File: config.mk
export PLATFORM = sky130hd
export DESIGN_NAME = int_square_gen_flat
export DESIGN_NICKNAME = d
export VERILOG_FILES = /design/src/rtl/int_square_gen_if.sv /design/src/rtl/int_square_gen.sv /design/src/flat_wrapper.sv
export SDC_FILE = /design/constraint.sdc
export NUM_CORES = 1
export LEC_CHECK = 0
export ABC_CLOCK_PERIOD_IN_PS = 6700
export CELL_PAD_IN_SITES_DETAIL_PLACEMENT = 0
export CELL_PAD_IN_SITES_GLOBAL_PLACEMENT = 1
export CORE_ASPECT_RATIO = 1.25
export CORE_MARGIN = 3
export CORE_UTILIZATION = 46
export CTS_CLUSTER_SIZE = 8
export DETAILED_ROUTE_END_ITERATION = 8
export HOLD_SLACK_MARGIN = 0.1
export PLACE_DENSITY = 0.94
export REMOVE_ABC_BUFFERS = 1
export SLEW_MARGIN = 5
export SYNTH_ARGS = -nofsm -noshare
export SYNTH_HDL_FRONTEND = slang
export SYNTH_SLANG_ARGS = --single-unit
File: constraint.sdc
create_clock -name clk -period 6.7 [get_ports clk]
set_clock_uncertainty 0.1 [all_clocks]
set_input_delay 1.34 -clock clk [delete_from_list [all_inputs] [get_ports clk]]
set_output_delay 1.34 -clock clk [all_outputs]
set_load 0.01 [all_outputs]
File: src/rtl/int_square_gen_if.sv
`default_nettype none
// ============================================================================
//  Module      : int_square_gen_if
//  Description : Start/busy/done handshake and result bus of the iterative
//                integer squarer.
//  Revision    : 1.0 - initial release
// ============================================================================
interface int_square_gen_if #(
  parameter int WIDTH = 8
);
  logic                 start;
  logic [WIDTH-1:0]     n;
  logic                 busy;
  logic                 done;
  logic [2*WIDTH-1:0]   square;
  logic [1:0]           state;

  // Requester side: issues start/operand, observes status and result
  modport master (
    output start,
    output n,
    input  busy,
    input  done,
    input  square,
    input  state
  );

  // Squarer side
  modport slave (
    input  start,
    input  n,
    output busy,
    output done,
    output square,
    output state
  );
endinterface
`default_nettype wire

File: src/rtl/int_square_gen.sv
`default_nettype none
// ============================================================================
//  Module      : int_square_gen
//  Description : Iterative integer squarer. Computes n*n by accumulating the
//                first n odd numbers, one per clock, behind a start/busy/done
//                handshake. One operation in flight at a time.
//  Revision    : 1.0 - initial release
// ============================================================================
module int_square_gen #(
  parameter int WIDTH = 8
) (
  input  wire logic         clk,
  input  wire logic         reset,
  int_square_gen_if.slave   sq
);

  localparam logic [1:0]       c_ST_IDLE = 2'b00;
  localparam logic [1:0]       c_ST_RUN  = 2'b01;
  localparam logic [1:0]       c_ST_DONE = 2'b10;
  localparam logic [WIDTH-1:0] c_ONE_W   = {{(WIDTH-1){1'b0}}, 1'b1};
  localparam logic [WIDTH:0]   c_TWO_O   = {{(WIDTH-1){1'b0}}, 2'b10};
  localparam logic [WIDTH:0]   c_ONE_O   = {{WIDTH{1'b0}}, 1'b1};

  logic [1:0]           r_state;
  logic [1:0]           w_state_next;
  logic [WIDTH-1:0]     r_n_reg;
  logic [WIDTH-1:0]     r_count;
  logic [WIDTH:0]       r_odd;
  logic [2*WIDTH-1:0]   r_acc;
  logic [2*WIDTH-1:0]   r_square;

  logic [WIDTH-1:0]     w_count_next;
  logic [2*WIDTH-1:0]   w_acc_sum;
  logic                 w_last_step;
  logic                 w_n_zero;
  logic                 w_busy;
  logic                 w_done;

  // Shared datapath terms: next accumulator value and the final-step detect
  assign w_count_next = r_count + c_ONE_W;
  assign w_acc_sum    = r_acc + {{(WIDTH-1){1'b0}}, r_odd};
  assign w_last_step  = (w_count_next == r_n_reg);
  assign w_n_zero     = (sq.n == '0);

  // State register
  always_ff @(posedge clk) begin
    if (reset) begin
      r_state <= c_ST_IDLE;
    end else begin
      r_state <= w_state_next;
    end
  end

  // Next-state logic; the unused encoding falls back to IDLE
  always_comb begin
    w_state_next = c_ST_IDLE;
    case (r_state)
      c_ST_IDLE: begin
        if (sq.start) begin
          w_state_next = w_n_zero ? c_ST_DONE : c_ST_RUN;
        end else begin
          w_state_next = c_ST_IDLE;
        end
      end
      c_ST_RUN:  w_state_next = w_last_step ? c_ST_DONE : c_ST_RUN;
      c_ST_DONE: w_state_next = c_ST_IDLE;
      default:   w_state_next = c_ST_IDLE;
    endcase
  end

  // Status outputs decoded purely from the state register
  always_comb begin
    w_busy = (r_state != c_ST_IDLE);
    w_done = (r_state == c_ST_DONE);
  end

  // Odd-number accumulator: capture on accept, add one odd term per RUN edge
  always_ff @(posedge clk) begin
    if (reset) begin
      r_n_reg  <= '0;
      r_count  <= '0;
      r_odd    <= c_ONE_O;
      r_acc    <= '0;
      r_square <= '0;
    end else begin
      case (r_state)
        c_ST_IDLE: begin
          if (sq.start) begin
            r_n_reg <= sq.n;
            r_count <= '0;
            r_odd   <= c_ONE_O;
            r_acc   <= '0;
            if (w_n_zero) begin
              r_square <= '0;
            end
          end
        end
        c_ST_RUN: begin
          r_acc   <= w_acc_sum;
          r_odd   <= r_odd + c_TWO_O;
          r_count <= w_count_next;
          if (w_last_step) begin
            r_square <= w_acc_sum;
          end
        end
        default: begin
        end
      endcase
    end
  end

  assign sq.busy   = w_busy;
  assign sq.done   = w_done;
  assign sq.square = r_square;
  assign sq.state  = r_state;

endmodule
`default_nettype wire

File: src/flat_wrapper.sv
// flat-port wrapper written by rule: the top's interface ports become plain ports
module int_square_gen_flat 
#(
  parameter int WIDTH = 8
)
  (clk, reset, sq_start, sq_n, sq_busy, sq_done, sq_square, sq_state);
  int_square_gen_if #(.WIDTH(WIDTH)) sq_i ();
  input  wire logic clk;
  input  wire logic reset;
  input wire logic [$bits(sq_i.start)-1:0] sq_start;
  input wire logic [$bits(sq_i.n)-1:0] sq_n;
  output wire logic [$bits(sq_i.busy)-1:0] sq_busy;
  output wire logic [$bits(sq_i.done)-1:0] sq_done;
  output wire logic [$bits(sq_i.square)-1:0] sq_square;
  output wire logic [$bits(sq_i.state)-1:0] sq_state;
  assign sq_i.start = sq_start;
  assign sq_i.n = sq_n;
  assign sq_busy = sq_i.busy;
  assign sq_done = sq_i.done;
  assign sq_square = sq_i.square;
  assign sq_state = sq_i.state;
  int_square_gen #(.WIDTH(WIDTH)) u_core (.clk(clk), .reset(reset), .sq(sq_i));
endmodule
==> run_results.csv, run 1 <==
group,metric,value,unit
outcome,status,"completed",
synth,yosysWarnings,0,
detailed_routing,routed_wl,8360,um
floorplanning,initial_utilization,0.488,
detailed_routing,drt_iter0_drc,173,
hold_path,hold_depth,2,
global_route,grt_pass1_vias,2748,
sta,tightest_slew,1040,ps
synth,yosysMostFrequentCell,"dfxtp_1",
place,hpwl,5680,um
setup_path,r2r_end,"u_core.sq.square[9]$_SDFFE_PP0P_",
detailed_routing,vias,3034,
detailed_routing,wl_per_cell,16.3,um
floorplanning,fp-row-count,33,
sta,max_freq,301,MHz
place,io_buffers,30,
synth,async_flop_share,0,
synth,ys_ff_latch,59,
final_layout,nets,443,
sta,hold_viol,0,
global_route,grt_max_degree,69,
synth,synth_top_area_frac,0.360,
global_route,antenna_found_initial,0,
synth,synth_edf_count,0,
setup_path,max_stage_delay,580,ps
sta,rsz0062_at_grt,"no",
hold_path,whs_endpoint,"u_core.r_acc[2]$_SDFFE_PP0P_",
sta,slew_headroom,0.303,
setup_path,timing.critical_path.slowest_stage_cell,"nand3_1",
clock_tree,clockRootBuffer,"clkbuf_8",
synth,muxShareOfSynthArea,0.0164,
sta,period_share,0.496,
clock_tree,cts.repair.resized,0,
clock_tree,clk_path_buf_depth,2,
setup_path,reg2reg_depth,7,
detailed_routing,ant_nets,0,
global_route,grt_usage,0.210,
clock_tree,post_cts_buffers,0,
floorplanning,die_area,8200,um2
setup_path,crit_type,"input port to flop",
setup_path,crit_fanout,17,
synth,synthTopCellsByArea,"dfxtp_1 (36%), nand2_1 (5.8%), a21oi_1 (5.5%)",
power,p_leak,1.34,nW
hold_path,min_from,"u_core.r_acc[2]$_SDFFE_PP0P_",
setup_path,worstPathArrival,3470,ps
clock_tree,path_clk_slew,70,ps
clock_tree,numCtsBuffers,9,
floorplanning,die_w,81.6,um
final_layout,regArea,1180,um2
synth,synth-simple-area-share,0.270,
global_route,overflow,0,
setup_path,crit_path_start_kind,"input port",
power,p_per_area,196,nW/um2
final_layout,antenna_cells,0,
run,max-cap-violations,0,
detailed_routing,via_per_inst,5.93,
floorplanning,ioPinCount,31,
setup_path,cp_top_family,"simple AND/OR/NAND/NOR gates",
synth,synth_xor_area_frac,0.0427,
synth,avgSynthCellArea,8.19,um2
synth,synthAdderAreaFrac,0.0480,
clock_tree,cts_max_level,3,
hold_path,min_path_type,"flop to flop",
floorplanning,die_y,100,um
final_layout,fin_util,0.561,
sta,fin_crit,3320,ps
sta,maxSlewViolCount,0,
synth,synth_ff_type,"dfxtp_1",
synth,synth_cell_types,58,
setup_path,rr_startpoint,"u_core.r_count[0]$_SDFFE_PP0P_",
clock_tree,cts_tree,"done",
final_layout,area_delta_synth_final,15.0,%
global_route,grt_pass1_wl,13200,um
synth,synth_top_family_by_area,"simple AND/OR/NAND/NOR gates",
sta,hold-worst-slack,366,ps
setup_path,crit_chain,"clkdlybuf4s50_1 > and2_1 > nand3_1 > and2_4 > o41ai_2",
sta,fin_tns_setup,0,ps
synth,yosysTopAreaCell,"dfxtp_1",
synth,synth_area,3280,um2
clock_tree,cts_hold_buf,0,
clock_tree,clock_latency,350,ps
setup_path,regToRegSetupSlack,3700,ps
detailed_routing,first_pass_iters,5,
synth,syn_inst,401,
setup_path,crit_required,6850,ps
place,gp_congestion,0.850,
clock_tree,clkSinkCount,59,
setup_path,worst-path-buf-inv,1,
final_layout,drive_gt1_frac,0.0824,
final_layout,fillers,637,
setup_path,critPathCaptureType,"flop",
power,vdd_drop_max,0.000139,V
synth,synth_compound_area_frac,0.221,
synth,ys_seq_area_frac,0.360,
synth,synth_common_cells,"dfxtp_1 (59), nand2_1 (51), a21oi_1 (36), nor2_1 (33), nand3_1 (25)",
sta,setup_viol,0,
detailed_routing,drc_errors,0,
final_layout,multi_input_area,1960,um2
floorplanning,core,6730,um2
[cells in the final DEF (no fill, tap or decap), types with 5 or more instances in the layout]
master / instances
clkbuf_8: 9
nand3_1: 25
a31oi_1: 8
and3_1: 6
ha_1: 11
xnor2_1: 10
nor2_1: 33
nand2_1: 51
a21oi_1: 36
or3_1: 5
nand4b_1: 9
nor3_1: 8
nand4_1: 5
o21ai_0: 18
inv_1: 8
xor2_1: 6
dfxtp_1: 59
a211oi_1: 5
clkdlybuf4s50_1: 29
[metal layers]
layer / track usage / vias to the layer above / share of wire
met5: 0 / - / 0
met4: 0.0729 / 0 / 0.015
met3: 0.0564 / 8 / 0.034
met2: 0.376 / 50 / 0.53
met1: 0.236 / 1470 / 0.42
li1: - / 1506 / -
[cell type report]
cell class | instances | share of cell area
multi-input combinational | 308 | 0.520
sequential | 59 | 0.313
timing repair buffer | 34 | 0.0861
clock buffer | 11 | 0.0348
tap | 87 | 0.0288
clock inverter | 5 | 0.0103
inverter | 8 | 0.00795
[power breakdown]
group	internal [mW]	leakage (nW)	total [mW]	switching [mW]
registers	0.358	0.477	0.365	0.00753
clock network	0.136	0.0839	0.288	0.152
logic	0.0324	0.779	0.0886	0.0562
[worst max path at each step]
stage          cells past startpoint                               end      from
5_1_grt                            5  u_core.sq.square[9]$_SDFFE_PP0P_  sq_start
3_5_place_dp                       5  u_core.sq.square[9]$_SDFFE_PP0P_  sq_start
3_3_place_gp                       5  u_core.sq.square[9]$_SDFFE_PP0P_   sq_n[4]
6_report                           5  u_core.sq.square[9]$_SDFFE_PP0P_  sq_start
4_1_cts                            5  u_core.sq.square[9]$_SDFFE_PP0P_  sq_start
2_1_floorplan                      4  u_core.sq.square[4]$_SDFFE_PP0P_   sq_n[0]
[kinds of logic (layout without fill, tap and decap cells)]
logic type	after synthesis	after routing
buf+inv	34	58
flops	59	59
xor+xnor	16	16
simple gates	171	171
mux	5	5
fa+ha+maj	12	12
compound gates	104	104
[through the flow]
stage | worst slack (ps) | total power, mW | area, um2 | instances
after global placement | 3100 | 0.459 | 3610 | 496
final | 3380 | 0.742 | 3780 | 512
after global routing | 3170 | 0.770 | 3780 | 512
after detailed placement | 3010 | 0.462 | 3610 | 496
after floorplan | 3900 | 0.424 | 3170 | 375
after CTS | 3380 | 0.745 | 3780 | 512
[worst register-to-register path: stages (launching register included)]
cell and delay (ps):
dfxtp_1 470, ha_1 360, nand3_2 170, or3_4 430
a2111oi_4 450, nand4_4 320, and2_4 320, o41ai_2 290
Power figures use the tool's default switching activity.
==> run 2: changes to the inputs <==
--- a/config.mk
+++ b/config.mk
@@ -5,16 +5,16 @@
 export SDC_FILE = /design/constraint.sdc
 export NUM_CORES = 1
 export LEC_CHECK = 0
-export ABC_CLOCK_PERIOD_IN_PS = 6700
+export ABC_CLOCK_PERIOD_IN_PS = 3000
 export CELL_PAD_IN_SITES_DETAIL_PLACEMENT = 0
 export CELL_PAD_IN_SITES_GLOBAL_PLACEMENT = 1
 export CORE_ASPECT_RATIO = 1.25
 export CORE_MARGIN = 3
-export CORE_UTILIZATION = 46
+export CORE_UTILIZATION = 39
 export CTS_CLUSTER_SIZE = 8
 export DETAILED_ROUTE_END_ITERATION = 8
 export HOLD_SLACK_MARGIN = 0.1
-export PLACE_DENSITY = 0.94
+export PLACE_DENSITY = 0.86
 export REMOVE_ABC_BUFFERS = 1
 export SLEW_MARGIN = 5
 export SYNTH_ARGS = -nofsm -noshare
==> constraint.sdc (replaced) <==
create_clock -name clk -period 3 [get_ports clk]
set_clock_uncertainty 0.1 [all_clocks]
set_input_delay 0.6 -clock clk [delete_from_list [all_inputs] [get_ports clk]]
set_output_delay 0.6 -clock clk [all_outputs]
set_load 0.01 [all_outputs]
==> run_results.csv, run 2 (same netlist as run 1, synthesis figures left out) <==
group,metric,value,unit
outcome,status,"completed",
global_route,grt_pass1_wl,13800,um
sta,period_share,0.899,
hold_path,min_path_type,"flop to flop",
global_route,grt_max_degree,41,
clock_tree,numCtsBuffers,9,
power,vdd_drop_max,0.000270,V
detailed_routing,first_pass_iters,4,
clock_tree,clk_path_buf_depth,2,
place,dp_slack,329,ps
setup_path,crit_path_start_kind,"flop",
final_layout,drive_gt1_frac,0.0974,
place,hpwl,5900,um
global_route,antenna_found_initial,0,
clock_tree,post_cts_buffers,0,
sta,tightest_slew,703,ps
setup_path,crit_type,"flop to flop",
floorplanning,core,7970,um2
detailed_routing,ant_nets,0,
floorplanning,fp-row-count,36,
place,gp_congestion,0.802,
clock_tree,clock_latency,340,ps
sta,max_freq,371,MHz
clock_tree,cts.repair.resized,0,
power,p_per_area,473,nW/um2
clock_tree,cts_hold_buf,0,
detailed_routing,vias,3007,
sta,maxSlewViolCount,0,
place,placed_cell_area,3660,um2
setup_path,critPathCaptureType,"flop",
place,io_buffers,30,
sta,slew_headroom,0.531,
detailed_routing,via_per_inst,5.72,
global_route,overflow,0,
detailed_routing,drc_errors,0,
sta,fin_tns_setup,0,ps
global_route,grt_pass1_vias,2810,
run,max-cap-violations,0,
final_layout,design_area,3880,um2
final_layout,nets,449,
detailed_routing,wl_per_cell,16.1,um
global_route,grt_usage,0.186,
power,p_leak,1.39,nW
clock_tree,clockRootBuffer,"clkbuf_8",
floorplanning,die_area,9570,um2
sta,fin_crit,2700,ps
final_layout,antenna_cells,0,
detailed_routing,routed_wl,8470,um
floorplanning,die_w,88.1,um
sta,setup_viol,0,
detailed_routing,drt_iter0_drc,142,
setup_path,worstPathArrival,2860,ps
clock_tree,cts_tree,"done",
final_layout,final_cell_mix,"dfxtp_1 (59), nand2_1 (51), a21oi_1 (36)",
floorplanning,initial_utilization,0.412,
final_layout,area_delta_synth_final,18.2,%
clock_tree,path_clk_slew,70,ps
sta,rsz0062_at_grt,"no",
sta,fin_ws,304,ps
sta,hold-worst-slack,364,ps
floorplanning,die_y,109,um
floorplanning,ioPinCount,31,
final_layout,layout_commonest_cell,"dfxtp_1",
setup_path,crit_required,3160,ps
clock_tree,cts_max_level,3,
clock_tree,clkSinkCount,59,
setup_path,crit_fanout,8,
final_layout,fin_util,0.487,
sta,hold_viol,0,
run 2: where the power goes:
| part | total, mW | internal [mW] | switching [mW] |
|---|---|---|---|
| combinational | 0.206 | 0.0768 | 0.129 |
| clock | 0.812 | 0.469 | 0.343 |
| sequential | 0.816 | 0.799 | 0.0170 |
| total | 1.83 | 1.34 | 0.489 |
run 2: area by class of cell:
| class | count | area, um2 |
|---|---|---|
| clock inverter | 6 | 90.1 |
| multi-input combinational | 308 | 1960 |
| inverter | 8 | 30.0 |
| fill | 789 | 4090 |
| sequential | 59 | 1180 |
| tap | 95 | 119 |
| timing repair buffer | 40 | 370 |
| clock buffer | 10 | 128 |
run 2: metal layers:
layer,up-vias,track usage,part of all wire
met5,-,0,0
met4,0,0.0497,0.0090
met3,7,0.0442,0.033
met2,49,0.320,0.51
met1,1436,0.231,0.44
li1,1515,-,-
run 2: worst paths after layout:
| path | start | end | slack, ps | cells past startpoint |
|---|---|---|---|---|
| worst max-delay path | u_core.r_count[0]$_SDFFE_PP0P_ | u_core.sq.square[11]$_SDFFE_PP0P_ | 300 | 7 |
| worst min-delay path | u_core.r_odd[0]$_SDFFE_PP1P_ | u_core.r_odd[0]$_SDFFE_PP1P_ | 360 | 1 |
| worst max register to register | u_core.r_count[0]$_SDFFE_PP0P_ | u_core.sq.square[11]$_SDFFE_PP0P_ | 300 | 7 |
| worst min register to register | u_core.r_odd[0]$_SDFFE_PP1P_ | u_core.r_odd[0]$_SDFFE_PP1P_ | 360 | 1 |
run 2: critical path: stages, from the launching register on:
cell       delay, ps
dfxtp_1          440
ha_1             340
nand3_2          140
or3_4            420
a2111oi_4        450
and4_1           390
o21ai_0          160
a21oi_1          180
run 2: through the flow:
step / instances / power, mW
3_3_place_gp: 510 / 1.04
6_report: 526 / 1.83
4_1_cts: 526 / 1.85
2_1_floorplan: 375 / 0.947
5_1_grt: 526 / 1.92
3_5_place_dp: 510 / 1.04
==> run 3: changes to the inputs <==
==> constraint.sdc (replaced) <==
create_clock -name clk -period 3 [get_ports clk]
set_clock_uncertainty 0.1 [all_clocks]
set_input_delay 0.3 -clock clk [delete_from_list [all_inputs] [get_ports clk]]
set_output_delay 0.3 -clock clk [all_outputs]
set_load 0.01 [all_outputs]
==> run_results.csv, run 3 (same netlist as run 1, synthesis figures left out) <==
group,metric,value,unit
clock_tree,clock_latency,340,ps
clock_tree,clkSinkCount,59,
run,max-cap-violations,0,
setup_path,crit_path_start_kind,"flop",
clock_tree,cts.repair.resized,0,
place,gp_congestion,0.821,
global_route,antenna_found_initial,0,
place,hpwl,5930,um
floorplanning,core,7970,um2
final_layout,regArea,1180,um2
detailed_routing,routed_wl,8420,um
power,p_per_area,478,nW/um2
power,net-switching-power,0.470,mW
sta,slew_headroom,0.600,
power,pwr-share-clk,0.451,
detailed_routing,via_per_inst,5.78,
hold_path,min_path_type,"input port to flop",
sta,maxSlewViolCount,0,
final_layout,final_cell_mix,"dfxtp_1 (59), nand2_1 (51), a21oi_1 (36)",
power,comb_power_share,0.110,
clock_tree,post_cts_buffers,0,
power,vdd_drop_max,0.000274,V
clock_tree,clk_path_buf_depth,2,
sta,tightest_slew,594,ps
clock_tree,cts_hold_buf,0,
sta,fin_crit,2630,ps
floorplanning,initial_utilization,0.412,
clock_tree,cts_tree,"done",
final_layout,fillers,785,
sta,max_freq,380,MHz
clock_tree,path_clk_slew,70,ps
sta,hold_viol,0,
setup_path,critPathCaptureType,"flop",
sta,period_share,0.877,
sta,fin_tns_setup,0,ps
global_route,grt_pass1_wl,13800,um
detailed_routing,drt_iter0_drc,195,
floorplanning,die_area,9570,um2
detailed_routing,first_pass_iters,5,
detailed_routing,ant_nets,0,
power,p_leak,1.39,nW
place,placed_cell_area,3660,um2
final_layout,layout_commonest_cell,"dfxtp_1",
power,power.total,1.86,mW
global_route,overflow,0,
final_layout,design_area,3880,um2
global_route,grt_pass1_vias,2841,
setup_path,worstPathArrival,2770,ps
clock_tree,clockRootBuffer,"clkbuf_8",
power,seq_power_share,0.440,
clock_tree,numCtsBuffers,9,
clock_tree,cts_max_level,3,
sta,setup_viol,0,
place,io_buffers,30,
detailed_routing,vias,3032,
global_route,grt_max_degree,38,
detailed_routing,wl_per_cell,16.0,um
outcome,status,"completed",
floorplanning,die_y,109,um
floorplanning,die_w,88.1,um
setup_path,crit_required,3140,ps
final_layout,antenna_cells,0,
final_layout,drive_gt1_frac,0.0953,
global_route,grt_usage,0.185,
power,p_sw_frac,0.253,
floorplanning,ioPinCount,31,
setup_path,crit_fanout,10,
final_layout,area_delta_synth_final,18.2,%
setup_path,crit_type,"flop to flop",
final_layout,multi_input_area,1960,um2
floorplanning,fp-row-count,36,
sta,rsz0062_at_grt,"no",
detailed_routing,drc_errors,0,
power,internal-power,1.39,mW
final_layout,nets,448,
## run 3: cell count changes in the layout (fill, tap and decap cells not counted), sizes merged
cell | before | now
clkbuf | 10 | 12
clkinv | 3 | 1
buf | 11 | 10
## run 3: layout make-up
class | instances | area share
Clock inverter | 4 | 0.0187
Clock buffer | 12 | 0.0399
Inverter | 8 | 0.00773
Timing Repair Buffer | 39 | 0.0934
Multi-Input combinational cell | 308 | 0.505
Tap cell | 95 | 0.0306
Sequential cell | 59 | 0.304
## run 3: power groups by stage
stage                     Clock, mW  Sequential (mW)  Combinational (mW)
after floorplan                   0            0.830               0.116
after global placement            0            0.833               0.203
after detailed placement          0            0.834               0.204
after CTS                     0.849            0.816               0.205
after global routing          0.891            0.818               0.224
final                         0.837            0.816               0.204
## run 3: final timing paths
kind                                                     start                                to  slack [ps]  cells after the start
worst min-delay path                                     reset      u_core.r_acc[5]$_SDFFE_PP0P_         350                      2
worst min register to register    u_core.r_acc[2]$_SDFFE_PP0P_      u_core.r_acc[2]$_SDFFE_PP0P_         360                      2
worst max-delay path            u_core.r_count[0]$_SDFFE_PP0P_  u_core.sq.square[9]$_SDFFE_PP0P_         370                      7
worst max register to register  u_core.r_count[0]$_SDFFE_PP0P_  u_core.sq.square[9]$_SDFFE_PP0P_         370                      7
## run 3: worst max-delay path: stages (launching register included)
cell	delay (ps)
dfxtp_1	440
ha_1	340
nand3_2	140
or3_4	420
a2111oi_4	440
nand4_4	130
and2_4	230
o41ai_2	280
## run 3: metrics by stage
stage | hold slack (ps) | utilization | std cells | setup slack, ps
after floorplan | 269 | - | 375 | 375
after global placement | 358 | 0.459 | 509 | 477
after detailed placement | 356 | 0.459 | 509 | 395
after CTS | 346 | 0.487 | 525 | 374
after global routing | 386 | 0.487 | 525 | 198
final | 346 | 0.487 | 525 | 370
## run 3: routing by layer
metal / share of wire / vias up / GRT usage
li1: - / 1506 / -
met1: 0.44 / 1421 / 0.236
met2: 0.48 / 85 / 0.296
met3: 0.048 / 20 / 0.0335
met4: 0.037 / 0 / 0.0983
met5: 0 / - / 0
